## src/rtl/foc_loop_sequencer_pkg.sv

```systemverilog
// Shared types and defaults for the FOC loop sequencer: FSM states, datapath
// stage identifiers and the default per-stage watchdog limit.
package foc_seq_pkg;

  localparam int DEFAULT_TIMEOUT = 1000;

  typedef enum logic [2:0] {
    S_IDLE,
    S_ADC,
    S_TF,
    S_PI,
    S_MOD,
    S_COMMIT,
    S_FAULT
  } state_e;

  typedef enum logic [1:0] {
    STAGE_ADC = 2'd0,
    STAGE_TF  = 2'd1,
    STAGE_PI  = 2'd2,
    STAGE_MOD = 2'd3
  } stage_e;

  // ADC through COMMIT form one control iteration in flight.
  function automatic logic is_busy(input state_e s);
    return (s inside {S_ADC, S_TF, S_PI, S_MOD, S_COMMIT});
  endfunction

endpackage

```

## src/rtl/foc_loop_sequencer_watchdog.sv

```systemverilog
// Per-stage wait timer: cleared on a stage start pulse, counts wait cycles and
// flags the cycle in which the TIMEOUT-th wait cycle is reached.
module seq_watchdog
  import foc_seq_pkg::*;
#(
  parameter int TIMEOUT = DEFAULT_TIMEOUT
) (
  input  logic clk,
  input  logic rst,
  input  logic clear,
  input  logic enable,
  output logic expired
);

  localparam int CW = $clog2(TIMEOUT + 1);

  logic [CW-1:0] count_q;
  logic [CW-1:0] count_d;

  always_comb begin
    count_d = count_q;
    if (clear) begin
      count_d = '0;
    end else if (enable && (count_q != CW'(TIMEOUT))) begin
      count_d = count_q + 1'b1;
    end
  end

  always_ff @(posedge clk) begin
    if (rst) begin
      count_q <= '0;
    end else begin
      count_q <= count_d;
    end
  end

  // count_q holds the number of wait cycles already spent, so this is the last allowed one.
  assign expired = enable && (count_q == CW'(TIMEOUT - 1));

endmodule

```

## src/rtl/foc_loop_sequencer.sv

```systemverilog
// Walks one FOC iteration (ADC, transform, PI, SVPWM, commit) per accepted tick,
// with stage timeouts, dropped-tick counting and iteration latency capture.
module foc_loop_sequencer
  import foc_seq_pkg::*;
#(
  parameter int TIMEOUT = DEFAULT_TIMEOUT,
  parameter int LAT_W   = 16,
  parameter int OVR_W   = 8
) (
  input  logic             clk,
  input  logic             rst,
  input  logic             en,
  input  logic             tick,
  input  logic             adc_done,
  input  logic             tf_done,
  input  logic             pi_done,
  input  logic             mod_done,
  input  logic             fault_clr,
  output logic             adc_start,
  output logic             tf_start,
  output logic             pi_start,
  output logic             mod_start,
  output logic             pwm_load,
  output logic             busy,
  output logic             fault,
  output logic [1:0]       fault_stage,
  output logic [OVR_W-1:0] overrun_cnt,
  output logic [LAT_W-1:0] last_latency
);

  state_e           state_q, state_d;
  logic             adc_start_q, adc_start_d;
  logic             tf_start_q, tf_start_d;
  logic             pi_start_q, pi_start_d;
  logic             mod_start_q, mod_start_d;
  logic             pwm_load_q, pwm_load_d;
  logic             busy_q, busy_d;
  logic             fault_q, fault_d;
  stage_e           fault_stage_q, fault_stage_d;
  logic [OVR_W-1:0] overrun_q, overrun_d;
  logic [LAT_W-1:0] lat_q, lat_d;
  logic [LAT_W-1:0] last_lat_q, last_lat_d;

  logic             cur_done;
  stage_e           cur_stage;
  logic             stage_start;
  logic             wd_enable;
  logic             wd_expired;
  logic             done_ok;
  logic [LAT_W-1:0] lat_next;

  // A done only counts once the stage's own start pulse has gone by.
  assign stage_start = adc_start_q | tf_start_q | pi_start_q | mod_start_q;
  assign wd_enable   = (state_q inside {S_ADC, S_TF, S_PI, S_MOD}) && !stage_start;
  assign done_ok     = cur_done && wd_enable;
  assign lat_next    = (lat_q == '1) ? lat_q : lat_q + 1'b1;

  seq_watchdog #(
    .TIMEOUT(TIMEOUT)
  ) u_watchdog (
    .clk    (clk),
    .rst    (rst),
    .clear  (stage_start),
    .enable (wd_enable),
    .expired(wd_expired)
  );

  always_comb begin
    cur_done  = 1'b0;
    cur_stage = STAGE_ADC;
    case (state_q)
      S_ADC: begin cur_done = adc_done; cur_stage = STAGE_ADC; end
      S_TF:  begin cur_done = tf_done;  cur_stage = STAGE_TF;  end
      S_PI:  begin cur_done = pi_done;  cur_stage = STAGE_PI;  end
      S_MOD: begin cur_done = mod_done; cur_stage = STAGE_MOD; end
      default: ;
    endcase
  end

  always_comb begin
    state_d       = state_q;
    adc_start_d   = 1'b0;
    tf_start_d    = 1'b0;
    pi_start_d    = 1'b0;
    mod_start_d   = 1'b0;
    pwm_load_d    = 1'b0;
    fault_d       = fault_q;
    fault_stage_d = fault_stage_q;
    overrun_d     = overrun_q;
    lat_d         = lat_q;
    last_lat_d    = last_lat_q;

    case (state_q)
      S_IDLE: begin
        if (tick && en) begin
          state_d     = S_ADC;
          adc_start_d = 1'b1;
          lat_d       = LAT_W'(1);
        end
      end
      S_ADC, S_TF, S_PI, S_MOD: begin
        lat_d = lat_next;
        if (done_ok) begin
          case (state_q)
            S_ADC:   begin state_d = S_TF;     tf_start_d  = 1'b1; end
            S_TF:    begin state_d = S_PI;     pi_start_d  = 1'b1; end
            S_PI:    begin state_d = S_MOD;    mod_start_d = 1'b1; end
            default: begin state_d = S_COMMIT; pwm_load_d  = 1'b1; end
          endcase
        end else if (wd_expired) begin
          state_d       = S_FAULT;
          fault_d       = 1'b1;
          fault_stage_d = cur_stage;
        end
      end
      S_COMMIT: begin
        state_d    = S_IDLE;
        last_lat_d = lat_q;
      end
      S_FAULT: begin
        if (fault_clr) begin
          state_d = S_IDLE;
          fault_d = 1'b0;
        end
      end
      default: state_d = S_IDLE;
    endcase

    // Ticks in FAULT or with en low are simply ignored, not counted.
    if (tick && en && is_busy(state_q) && (overrun_q != '1)) begin
      overrun_d = overrun_q + 1'b1;
    end

    busy_d = is_busy(state_d);
  end

  always_ff @(posedge clk) begin
    if (rst) begin
      state_q       <= S_IDLE;
      adc_start_q   <= 1'b0;
      tf_start_q    <= 1'b0;
      pi_start_q    <= 1'b0;
      mod_start_q   <= 1'b0;
      pwm_load_q    <= 1'b0;
      busy_q        <= 1'b0;
      fault_q       <= 1'b0;
      fault_stage_q <= STAGE_ADC;
      overrun_q     <= '0;
      lat_q         <= '0;
      last_lat_q    <= '0;
    end else begin
      state_q       <= state_d;
      adc_start_q   <= adc_start_d;
      tf_start_q    <= tf_start_d;
      pi_start_q    <= pi_start_d;
      mod_start_q   <= mod_start_d;
      pwm_load_q    <= pwm_load_d;
      busy_q        <= busy_d;
      fault_q       <= fault_d;
      fault_stage_q <= fault_stage_d;
      overrun_q     <= overrun_d;
      lat_q         <= lat_d;
      last_lat_q    <= last_lat_d;
    end
  end

  assign adc_start    = adc_start_q;
  assign tf_start     = tf_start_q;
  assign pi_start     = pi_start_q;
  assign mod_start    = mod_start_q;
  assign pwm_load     = pwm_load_q;
  assign busy         = busy_q;
  assign fault        = fault_q;
  assign fault_stage  = fault_stage_q;
  assign overrun_cnt  = overrun_q;
  assign last_latency = last_lat_q;

endmodule

```

## config.mk

```make
export PLATFORM = sky130hd
export DESIGN_NAME = foc_loop_sequencer
export DESIGN_NICKNAME = d
export VERILOG_FILES = /design/src/rtl/foc_loop_sequencer_pkg.sv /design/src/rtl/foc_loop_sequencer_watchdog.sv /design/src/rtl/foc_loop_sequencer.sv
export SDC_FILE = /design/constraint.sdc
export NUM_CORES = 1
export LEC_CHECK = 0
export CAP_MARGIN = 20
export CORE_MARGIN = 1.5
export CORE_UTILIZATION = 40
export DETAILED_ROUTE_END_ITERATION = 8
export PLACE_DENSITY = 0.7
export SLEW_MARGIN = 20
export SYNTH_ARGS = -nofsm -noshare
export SYNTH_HDL_FRONTEND = slang
export SYNTH_HIERARCHICAL = 1
export SYNTH_SLANG_ARGS = --single-unit
```

## constraint.sdc

```tcl
create_clock -name clk -period 3.3 [get_ports clk]
set_clock_uncertainty 0.05 [all_clocks]
set_input_delay 0.33 -clock clk [delete_from_list [all_inputs] [get_ports clk]]
set_output_delay 0.33 -clock clk [all_outputs]
set_load 0.02 [all_outputs]
```

Yosys cells after proc, flatten, opt, wreduce, memory -nomap -nowiden
Index checks and enable logic that the tools add are counted.

Flip-flop bits (word level): 62. Input port bits: 9. Output and inout bits: 33. Logic and storage cells: 84.

$add $sub $neg: 3. Equal/unequal tests: 20. Multiplexer cells: 20. Bitwise operators: 6. Reduce and logical (&&, ||, !) cells: 22.

Operators by type and width (number): $mux W16 (2); $pmux W16 S2 (1); $pmux W3 S3 (2); $add A16 B1 Y16 const B (1); $eq A16 B16 Y1 const B (1); $eq A3 B3 Y1 const B (5); $eq A3 B2 Y1 const B (4); $mux W3 (4); $add A10 B1 Y10 const B (1); $eq A10 B10 Y1 const B (1); $ne A10 B10 Y1 const B (1); $reduce_bool A5 Y1 (2); $add A8 B1 Y8 const B (1); $mux W1 (8); $ne A2 B2 Y1 const B (4); $ne A8 B8 Y1 const B (1); $logic_and A1 B1 Y1 (7); $eq A3 B1 Y1 const B (2); $pmux W2 S3 (1); $reduce_and A3 Y1 (2); $reduce_or A3 Y1 (2); $pmux W1 S4 (1); $reduce_and A4 Y1 (1); $reduce_bool A2 Y1 (2); 9 further kinds (14).

Logic depth before layout (Yosys ltp)
Depth in word-level cells: 11. Depth in mapped cells: 11. Depth with buffers taken out: 9.

By module
Netlist, hierarchy kept.

Modules (own cells, without submodules): foc_loop_sequencer (times used 1, cells each 274, area an instance 2319.7 um^2, seq. area each 1041.0 um^2); seq_watchdog (times used 1, cells each 67, area an instance 590.6 um^2, seq. area each 200.2 um^2).

Least setup slack after synthesis
No wires, ideal clock.

Path type: register to register. Start point: reg tf_start_q, in the netlist tf_start. End point: reg fault_q, in the netlist fault. Setup time: 91 ps. Data arrival time: 2796 ps. Data required time: 3159 ps. Path slack: 363 ps. Stages on the path, launching flop included: 11. Buffers on the path: 1. Clock period less this slack: 2937 ps. Cell sequence: dfxtp_1 -> or4_4 -> nor3_4 -> buf_2 -> nand2_1 -> nor4_1 -> inv_1 -> a21o_1 -> nor3_1 -> a211oi_1 -> a311oi_1.

Cells in the longest elaborated chain, start to end: 8. Elaborated cells between the ends (all ways): 10. Those cells by class: eq/ne (2); bitwise (3); reduce/logical (5).

Ends and longest elaborated chain: start, declared (line foc_loop_sequencer.sv:33) `logic tf_start_q, tf_start_d;`; start signal, assigned (line foc_loop_sequencer.sv:154) `tf_start_q <= tf_start_d;`; $or A1 B1 Y1 (3 in a row) (line foc_loop_sequencer.sv:53) `assign stage_start = adc_start_q | tf_start_q | pi_start_q | mod_start_q;`; named net stage_start (line foc_loop_sequencer.sv:46) `logic stage_start;`; $logic_not A1 Y1 (line foc_loop_sequencer.sv:54) `assign wd_enable = (state_q inside {S_ADC, S_TF, S_PI, S_MOD}) && !stage_start;`; $logic_and A1 B1 Y1 (line foc_loop_sequencer.sv:54); named net wd_enable (line foc_loop_sequencer.sv:47) `logic wd_enable;`; $logic_and A1 B1 Y1 (line foc_loop_sequencer_watchdog.sv:38) `assign expired = enable && (count_q == CW'(TIMEOUT - 1));`; named net wd_expired (line foc_loop_sequencer.sv:48) `logic wd_expired;`; $ne A2 B1 Y1 (no source line); $reduce_and A4 Y1 (no source line); end signal, assigned (line foc_loop_sequencer.sv:159) `fault_q <= fault_d;`; end, declared (line foc_loop_sequencer.sv:38) `logic fault_q, fault_d;`.

The timed path passes the listed nets, and every way through them passes these cells. A chain may end at the register's enable or synchronous reset.

Final worst setup path
Same ends and word-level chain as after synthesis.

==> run metrics <==
status=finished clean; CTS clk-pin slew, worst paths=0.07 ns; count of pins over their slew limit=0; final setup fails=0; commonest non-fill, non-tap cells in the layout=dfxtp_1, nand2_1, clkdlybuf4s50_1; row cnt=30; vias post-DR=2560; 1st-pass router iterations=4; Worst R2R Start=tf_start; final layout net count=394; DRC=0; Leak=1.21 nW; placer's final routability congestion estimate=0.856; Reg2Reg Depth=9; Post-Synth Adder-Cell Area=1.72%; Mapped Avg Cell Area=8.53 um2; Synth Area in Compound Gates=13.5%; core area=0.00691 mm2; hold wc startpoint=last_latency[14]; Crit path required time=3.50 ns; post-CTS setup buffer count=0; hold-fix buffers at CTS=0; clk buf depth=2; mux cell area share after synthesis=1.20%; Slew Limit Headroom=52.1%; Wirelength per Cell=12.8 um; Final HPWL DP=4290 um; Crit Path Class=flip-flop to flip-flop; Final Cell Area=0.00360 mm2; post-synth net total=354; CTS tree=built; Synth-to-Final Area Change=23.9%; # diodes=0; final hold violation count=0; Sink Count=62; EDFF count, synth=0; ys flop type=dfxtp_1; Seq/Total Area, Yosys=42.6%; Critical Path Fanout Max=10; initial DRC count=254; simple-gate share of the synthesized area=31.1%; Die X=88.3 um; CTS Buf Count=9; share of layout cells above drive strength 1=7.79%; DIE HEIGHT=88.3 um; gr ovfl total=0; Slew @ Worst Pin=0.711 ns; DIE AREA=0.00780 mm2; worst flop-to-flop path endpoint=fault; Final period util=92.4%; Ys Warns=6; Placed Instance Area=0.00340 mm2; Distinct cells, synth=57; Cell Area, Synth=0.00291 mm2; max-cap check violation count=0; initial antenna violation count=0; Synth Area in XOR/XNOR=6.62%; r2r setup slk=0.25 ns; Power Density=429 mW/mm2; Cells after Synth=341; CTS resizes=0; Skew-Pair Late Insertion Delay=0.34 ns; Synth Register Bits=62; htree depth=3; IO Port Bufs=41; RSZ-0062 raised after global routing=no; hold_ws=0.407 ns; Starting Density=42.1%; setup_tns=0 ns; vias in the first global route=2415; Hold Crit Class=flip-flop to flip-flop; Async S/R FF share, synth=0%; Min-Delay Endpoint=last_latency[14]; vias per cell=5.32; CTS root buf=clkbuf_8; drt total wl=6150 um; Layout fillers=667; achievable frequency=328 MHz; CP endpoint kind=flip-flop; Routed Antenna Nets=0; most common cell after layout, fill and taps aside=dfxtp_1; first-pass GRT wire length=10800 um; largest family of logic cells by synthesized area=simple AND/OR/NAND/NOR gates; Final min period=3.05 ns; crit path DAT=3.25 ns; GRT Util Overall=17.8%; CP startpoint kind=flip-flop; I/O Pins=42; WHS Path Cells=2; largest net degree at the start of global routing=41; Worst VDD drop=212 uV
[worst max path at each step]
| stage | startpoint | to | slack (ns) | cells after the start |
|---|---|---|---|---|
| CTS | tf_start | fault | 0.31 | 9 |
| global route | state_q[2] | fault | 0.03 | 9 |
| finish | tf_start | fault | 0.25 | 9 |
| global placement | tf_start | fault | 0.43 | 9 |
| detailed placement | tf_start | fault | 0.33 | 9 |
| floorplan | tf_start | fault | 0.36 | 10 |
[synth_stat cells, types with 2 or more instances]
cell type	number	area, um2
xor2_1	17	149
and2_1	3	18.8
nor2_1	33	124
nor4b_1	3	26.3
and3_1	7	43.8
buf_1	2	7.51
buf_2	4	20.0
or3b_1	2	17.5
nand3_1	10	50.1
nand4_1	13	81.3
ha_1	4	50.1
nor2b_1	3	18.8
a21oi_1	27	135
o21ai_0	11	55.1
nand2b_1	3	18.8
nor3b_1	3	22.5
or4_1	5	37.5
o31ai_1	3	22.5
nor4_1	4	25.0
a31oi_1	2	12.5
a311oi_1	2	17.5
nand2_1	47	176
nor3_4	2	32.5
or3_1	5	31.3
nor3_1	9	45.0
or3_2	2	15.0
dfxtp_1	62	1240
clkbuf_1	7	26.3
a211oi_1	4	30.0
inv_1	7	26.3
xnor2_1	5	43.8
a41oi_1	2	17.5
nand3b_1	3	22.5
mux2i_1	2	20.0
[report_power, final]
part | switching, W | leakage, nW | internal (W) | total [W]
combinational | 0.0000529 | 0.604 | 0.0000404 | 0.0000933
sequential | 0.0000142 | 0.500 | 0.000757 | 0.000771
clock | 0.000279 | 0.104 | 0.000405 | 0.000684
total | 0.000346 | 1.21 | 0.00120 | 0.00155
[area by class of cell]
class                           instances  area, um2  share of cell area, %
Tap cell                               96        120                   3.33
Sequential cell                        62       1240                   34.4
Clock inverter                          3       42.5                   1.18
Clock buffer                           12        165                   4.58
Inverter                                7       26.3                  0.729
Multi-Input combinational cell        257       1580                   43.7
Timing Repair Buffer                   44        433                   12.0
[registers in the layout, summed over array words and instances (netlist names)]
signal,cells
overrun_cnt,8
u_watchdog/count_q,10
adc_start,1
mod_start,1
lat_q,16
fault,1
busy,1
pi_start,1
tf_start,1
state_q,3
fault_stage,2
last_latency,16
pwm_load,1
[worst max-delay path, cell delays in order (launching register included)]
cell      delay, ns
dfxtp_1        0.31
or4_4          0.62
nor3_4         0.22
nand2_1        0.11
nor4_1         0.61
inv_1          0.14
a21o_1         0.22
nor3_1         0.34
a211oi_1       0.10
a311oi_1       0.24
[cells by family (layout without fill, tap and decap cells)]
kind of cell / count (synthesis) / after routing
DFF: 62 / 62
and+or+nand+nor: 166 / 166
AOI/OAI and AO/OA: 62 / 62
buffers and inverters: 22 / 66
muxes: 3 / 3
adders and majority gates: 4 / 4
xor gates and xnor gates: 22 / 22
[per-stage QoR]
step           power (W)  cells  utilization (%)  worst slack (ns)
4_1_cts          0.00157    481             52.2             0.310
3_3_place_gp    0.000879    466             49.2             0.434
3_5_place_dp    0.000881    466             49.2             0.334
2_1_floorplan   0.000848    341                -             0.363
5_1_grt          0.00161    481             52.2            0.0336
6_report         0.00155    481             52.2             0.250
[layer usage]
| metal | up-vias | part of all wire [%] | wire length, um | global-route usage, % |
|---|---|---|---|---|
| met5 | - | 0 | 0 | 0 |
| met4 | 0 | 1.1 | 69 | 5.26 |
| met3 | 7 | 5.0 | 309 | 6.34 |
| met2 | 65 | 45 | 2790 | 26.9 |
| met1 | 1188 | 48 | 2980 | 23.8 |
| li1 | 1300 | - | - | - |
No activity file was read; power rests on OpenSTA's default activity.
